--- config.mk ---
export PLATFORM = sky130hd
export DESIGN_NAME = spi_mult_master
export DESIGN_NICKNAME = d
export VERILOG_FILES = /design/src/rtl/spi_mult_master.sv
export SDC_FILE = /design/constraint.sdc
export NUM_CORES = 1
export LEC_CHECK = 0
export ABC_AREA = 1
export BUFFER_PORTS_ARGS = -buffer_cell sky130_fd_sc_hd__buf_2
export CAP_MARGIN = 20
export CORE_ASPECT_RATIO = 1.2
export CORE_UTILIZATION = 51
export CTS_CLUSTER_DIAMETER = 100
export CTS_CLUSTER_SIZE = 16
export DETAILED_ROUTE_END_ITERATION = 6
export GPL_TIMING_DRIVEN = 0
export HOLD_SLACK_MARGIN = 0.06
export PLACE_DENSITY_LB_ADDON = 0.08
export SYNTH_ARGS = -nofsm -noshare
export SYNTH_HDL_FRONTEND = slang
export SYNTH_SLANG_ARGS = --single-unit
--- constraint.sdc ---
create_clock -name clk -period 1.6 [get_ports clk]
set_clock_uncertainty 0.2 [all_clocks]
set_input_delay 0.08 -clock clk [delete_from_list [all_inputs] [get_ports clk]]
set_output_delay 0.08 -clock clk [all_outputs]
set_load 0.005 [all_outputs]
--- src/rtl/spi_mult_master.sv ---
// SPI initiator for the multiplier peripheral: sends {opB,opA}, waits a gap, reads back the 8-bit product.
// Latency: (34 + 2*GAP_SCLKS) * CLK_DIV clk cycles from accepted start to the done pulse.
// Backpressure: start is honoured only in IDLE; requests while busy (including the done cycle) are dropped.
module spi_mult_master #(
    parameter int CLK_DIV   = 8,
    parameter int GAP_SCLKS = 4
) (
    input  logic       clk,
    input  logic       reset,
    input  logic       start,
    input  logic [3:0] opA,
    input  logic [3:0] opB,
    output logic       busy,
    output logic       done,
    output logic [7:0] result,
    output logic       MOSI,
    output logic       SCLK,
    output logic       CS,
    input  logic       MISO
);

    localparam int DW = (CLK_DIV > 1) ? $clog2(CLK_DIV) : 1;
    localparam int GW = $clog2(GAP_SCLKS) + 1;

    typedef enum logic [2:0] {
        IDLE, SETUP, WRITE, GAP, READ, HOLD, FIN
    } state_t;

    state_t          state_q, state_d;
    logic [DW-1:0]   div_q, div_d;
    logic [2:0]      bit_q, bit_d;
    logic [GW-1:0]   gap_q, gap_d;
    logic [7:0]      tx_q, tx_d;
    logic [7:0]      rx_q, rx_d;
    logic [7:0]      res_q, res_d;
    logic            mosi_q, mosi_d;
    logic            sclk_q, sclk_d;
    logic            cs_q, cs_d;
    logic            tick;

    assign tick   = (state_q != IDLE) && (div_q == DW'(CLK_DIV - 1));
    assign busy   = (state_q != IDLE);
    assign done   = (state_q == FIN);
    assign result = res_q;
    assign MOSI   = mosi_q;
    assign SCLK   = sclk_q;
    assign CS     = cs_q;

    always_ff @(posedge clk or posedge reset) begin
        if (reset) begin
            state_q <= IDLE;
            div_q   <= '0;
            bit_q   <= '0;
            gap_q   <= '0;
            tx_q    <= '0;
            rx_q    <= '0;
            res_q   <= '0;
            mosi_q  <= 1'b0;
            sclk_q  <= 1'b0;
            cs_q    <= 1'b1;
        end else begin
            state_q <= state_d;
            div_q   <= div_d;
            bit_q   <= bit_d;
            gap_q   <= gap_d;
            tx_q    <= tx_d;
            rx_q    <= rx_d;
            res_q   <= res_d;
            mosi_q  <= mosi_d;
            sclk_q  <= sclk_d;
            cs_q    <= cs_d;
        end
    end

    always_comb begin
        state_d = state_q;
        div_d   = (state_q == IDLE || tick) ? '0 : div_q + 1'b1;
        bit_d   = bit_q;
        gap_d   = gap_q;
        tx_d    = tx_q;
        rx_d    = rx_q;
        res_d   = res_q;
        mosi_d  = mosi_q;
        sclk_d  = sclk_q;
        cs_d    = cs_q;
        case (state_q)
            IDLE: begin
                if (start) begin
                    tx_d    = {opB, opA};
                    rx_d    = '0;
                    cs_d    = 1'b0;
                    mosi_d  = opB[3];
                    state_d = SETUP;
                end
            end
            SETUP: begin
                if (tick) state_d = WRITE;
            end
            WRITE: begin
                if (tick) begin
                    sclk_d = ~sclk_q;
                    // Falling edge: present the next bit, or park MOSI low after bit 0.
                    if (sclk_q) begin
                        bit_d = bit_q + 3'd1;
                        if (bit_q == 3'd7) begin
                            mosi_d  = 1'b0;
                            state_d = GAP;
                        end else begin
                            mosi_d = tx_q[6];
                            tx_d   = {tx_q[6:0], 1'b0};
                        end
                    end
                end
            end
            GAP: begin
                if (tick) begin
                    sclk_d = ~sclk_q;
                    if (sclk_q) begin
                        if (gap_q == GW'(GAP_SCLKS - 1)) begin
                            gap_d   = '0;
                            state_d = READ;
                        end else begin
                            gap_d = gap_q + 1'b1;
                        end
                    end
                end
            end
            READ: begin
                if (tick) begin
                    sclk_d = ~sclk_q;
                    // Peripheral changes MISO after the rise, so it is stable by the fall.
                    if (sclk_q) begin
                        rx_d  = {rx_q[6:0], MISO};
                        bit_d = bit_q + 3'd1;
                        if (bit_q == 3'd7) state_d = HOLD;
                    end
                end
            end
            HOLD: begin
                if (tick) begin
                    cs_d    = 1'b1;
                    res_d   = rx_q;
                    state_d = FIN;
                end
            end
            FIN: begin
                state_d = IDLE;
            end
            default: begin
                state_d = IDLE;
            end
        endcase
    end

endmodule

==> qor.txt <==
Main synth FF type -> dfrtp_1
first-pass GRT wire length -> 6220 um
routed length on met3 -> 91 um
register area share after synthesis -> 0.502
Rel. slew slack -> 0.477
hpwl dp -> 2420 um
number of buffers inserted by port buffering -> 24
status -> finished, violations left
CP delay by family, top -> flip-flops
Power Internal -> 2350 uW
most instantiated library cell after synthesis -> nand2_1
Critical Path Fanout Max -> 4
final core occ -> 0.721
total track usage -> 0.207
highest routed metal layer -> met4
Critical Path Start Type -> flop
Area Overhead vs Synth -> 31.3%
Clock Path Buffers -> 2
routed len/inst -> 12.1 um
crit share post-route -> 1.02
unrepaired setup endpoints after global routing -> true
Sw Share -> 0.360
total grt overflow -> 0
Post-synth EDFFs -> 0
TNS Setup -> -0.266 ns
min cycle time layout -> 1.64 ns
Routability Congestion -> 0.710
Setup CP Type -> flop to flop
worst hold slack -> 0.273 ns
Leak -> 0.00133 uW
Worst Path Required -> 1.59 ns
fin area -> 2490 um^2
slowest CP cell -> dfrtp_1
Cell Chain, Critical Path -> ha_4 -> ha_4 -> nand2_4 -> inv_4 -> nand4_1 -> buf_4 -> nand2_4 -> nand2_1 -> nand2_1
WP data arrival -> 1.63 ns
Final Hold Fails -> 0
P per Cell Area -> 1480 nW/um^2
antenna violations before repair -> 0
CTS Sinks -> 38
failing checks -> design-rule violations, negative setup slack
Nets -> 282
CTS Root Cell -> clkbuf_8
Met1 Routed Length -> 1690 um
buffers plus inverters on the worst setup path -> 2
syn_area_per_cell -> 8.90 um^2
Tightest Pin Transition -> 0.784 ns
Post-Syn Nets -> 230
final worst slack -> -0.0387 ns
Gate Count Post-Synth -> 213
Synth top area share -> 0.488
# diodes -> 0
Initial Util -> 0.549
Reg2Reg Depth -> 9
Post-synth top cells -> nand2_1, dfrtp_1, nand3_1, inv_1, o21ai_0
sequential share of power -> 0.348
Gate power share -> 0.386
largest net degree at the start of global routing -> 39
Cell Rows -> 23
WP depth -> 9
Post-DRT Antenna Nets -> 0
DR WL met2 -> 1850 um
I/O pin count -> 25
die width -> 57.7 um
ys async rst share -> 1.00
# DRC -> 2
vias in the first global route -> 1476
WL final -> 3680 um
Hold Crit Class -> input pin to async pin
CP endpoint kind -> flop
VDD IR-drop max -> 1050 uV
area leader, netlist -> dfrtp_1
#FFs+latches synth -> 38
layout cells sized above 1 -> 0.320
Cell Area, Placed -> 2070 um^2
DR vias -> 1524
CTS tree -> built
MaxCap Viol Count -> 0
clock-pin slew on the worst setup and hold paths -> 0.07 ns
Slew Viols, Final -> 0
chip height -> 68.8 um
die area -> 3970 um^2
Syn. warnings -> 0
fmax -> 0.610 GHz
Detailed Route Iter0 Violations -> 38
P_sw -> 1330 uW
CTS H-tree lvls -> 2
CTS Buf Count -> 5
vias per inst -> 5.03
setup violators final -> 10
Core Area -> 3450 um^2
Netlist cell types -> 24
first drt pass iteration count -> 6
Syn Std Cell Area -> 1900 um^2
clk_lat worst skew -> 0.30 ns
largest stage delay on the critical path -> 0.42 ns
Synth area leaders -> dfrtp_1, nand2_1, nand3_1
Clock power frac -> 0.266
==> per-stage QoR <==
step                      total power, uW  setup WS (ns)  std cells
final                                3680        -0.0387        303
after CTS                            3630        -0.0253        299
after detailed placement             2470         -0.140        274
after global placement               2440         -0.129        274
after floorplan                      2200         0.0171        213
after global routing                 3910         -0.120        303
==> per-layer routing <==
| layer | up-vias | track usage |
|---|---|---|
| met3 | 5 | 0.0504 |
| met2 | 21 | 0.381 |
| li1 | 778 | - |
| met1 | 720 | 0.238 |
| met5 | - | 0 |
| met4 | 0 | 0.0714 |
==> worst register-to-register path, delay by kind of cell, from the launching register on <==
kind | cells | cell delay [ns]
and+or+nand+nor | 5 | 0.38
buffers and inverters | 2 | 0.20
DFF | 1 | 0.42
adders and majority gates | 2 | 0.35
==> cell families after synthesis <==
kind of cell             count (synthesis)  synth area share
AND/OR/NAND/NOR                        118             0.305
buffers and inverters                   26            0.0713
XOR/XNOR                                 2           0.00924
adder cells (fa/ha/maj)                  5            0.0330
flip-flops                              38             0.502
AO/OA/AOI/OAI                           24            0.0792
==> state kept, by name (all words and copies together), names as in the netlist <==
signal   count
CS           1
MOSI         1
SCLK         1
bit_q        3
div_q        3
gap_q        3
result       8
rx_q         8
state_q      3
tx_q         7
==> what timing repair did <==
item / 4_1_cts / 5_1_grt
setup buffers: 4 / 4
hold buffers: 11 / 0
pin swaps: 10 / 5
resized for setup: 14 / 9
hold endpoints to repair: 47 / 0
cloned: 2 / 0
setup endpoints to repair: 22 / 33
==> worst paths after layout <==
kind	from	endpoint	slack [ns]
worst max-delay path	div_q[0]	MOSI	-0.04
min in group clk	result[7]	result[7]	0.28
worst min register to register	result[7]	result[7]	0.28
max in group asynchronous	reset	state_q[2]	0.43
worst min-delay path	reset	div_q[1]	0.27
worst max register to register	div_q[0]	MOSI	-0.04
==> placed cells by master, fill, tap and decap left out, types with 5 or more instances in the layout <==
| master | Yosys | layout |
|---|---|---|
| nor2_1 | 5 | 5 |
| o21ai_2 | 8 | 8 |
| dlygate4sd3_1 | 0 | 11 |
| a21oi_1 | 5 | 5 |
| buf_2 | 0 | 24 |
| clkbuf_8 | 0 | 5 |
| nand2_4 | 4 | 8 |
| dfrtp_1 | 37 | 37 |
| nand3_1 | 23 | 19 |
| buf_4 | 0 | 6 |
| inv_1 | 18 | 16 |
| o21ai_1 | 0 | 7 |
| nand2_1 | 72 | 71 |
==> power by group through the flow <==
stage,clock network [uW],logic (uW),registers [uW]
2_1_floorplan,0,947,1260
3_3_place_gp,0,1170,1270
3_5_place_dp,0,1190,1280
4_1_cts,1000,1360,1270
5_1_grt,1020,1590,1300
6_report,978,1420,1280
==> cell type report <==
class	count	area (um^2)
Buffer	4	48.8
Clock buffer	5	68.8
Clock inverter	3	68.8
Fill cell	284	965
Inverter	22	92.6
Multi-Input combinational cell	150	885
Sequential cell	38	952
Tap cell	37	46.3
Timing Repair Buffer	44	327
Note: power is estimated with default switching activity, not from simulation.
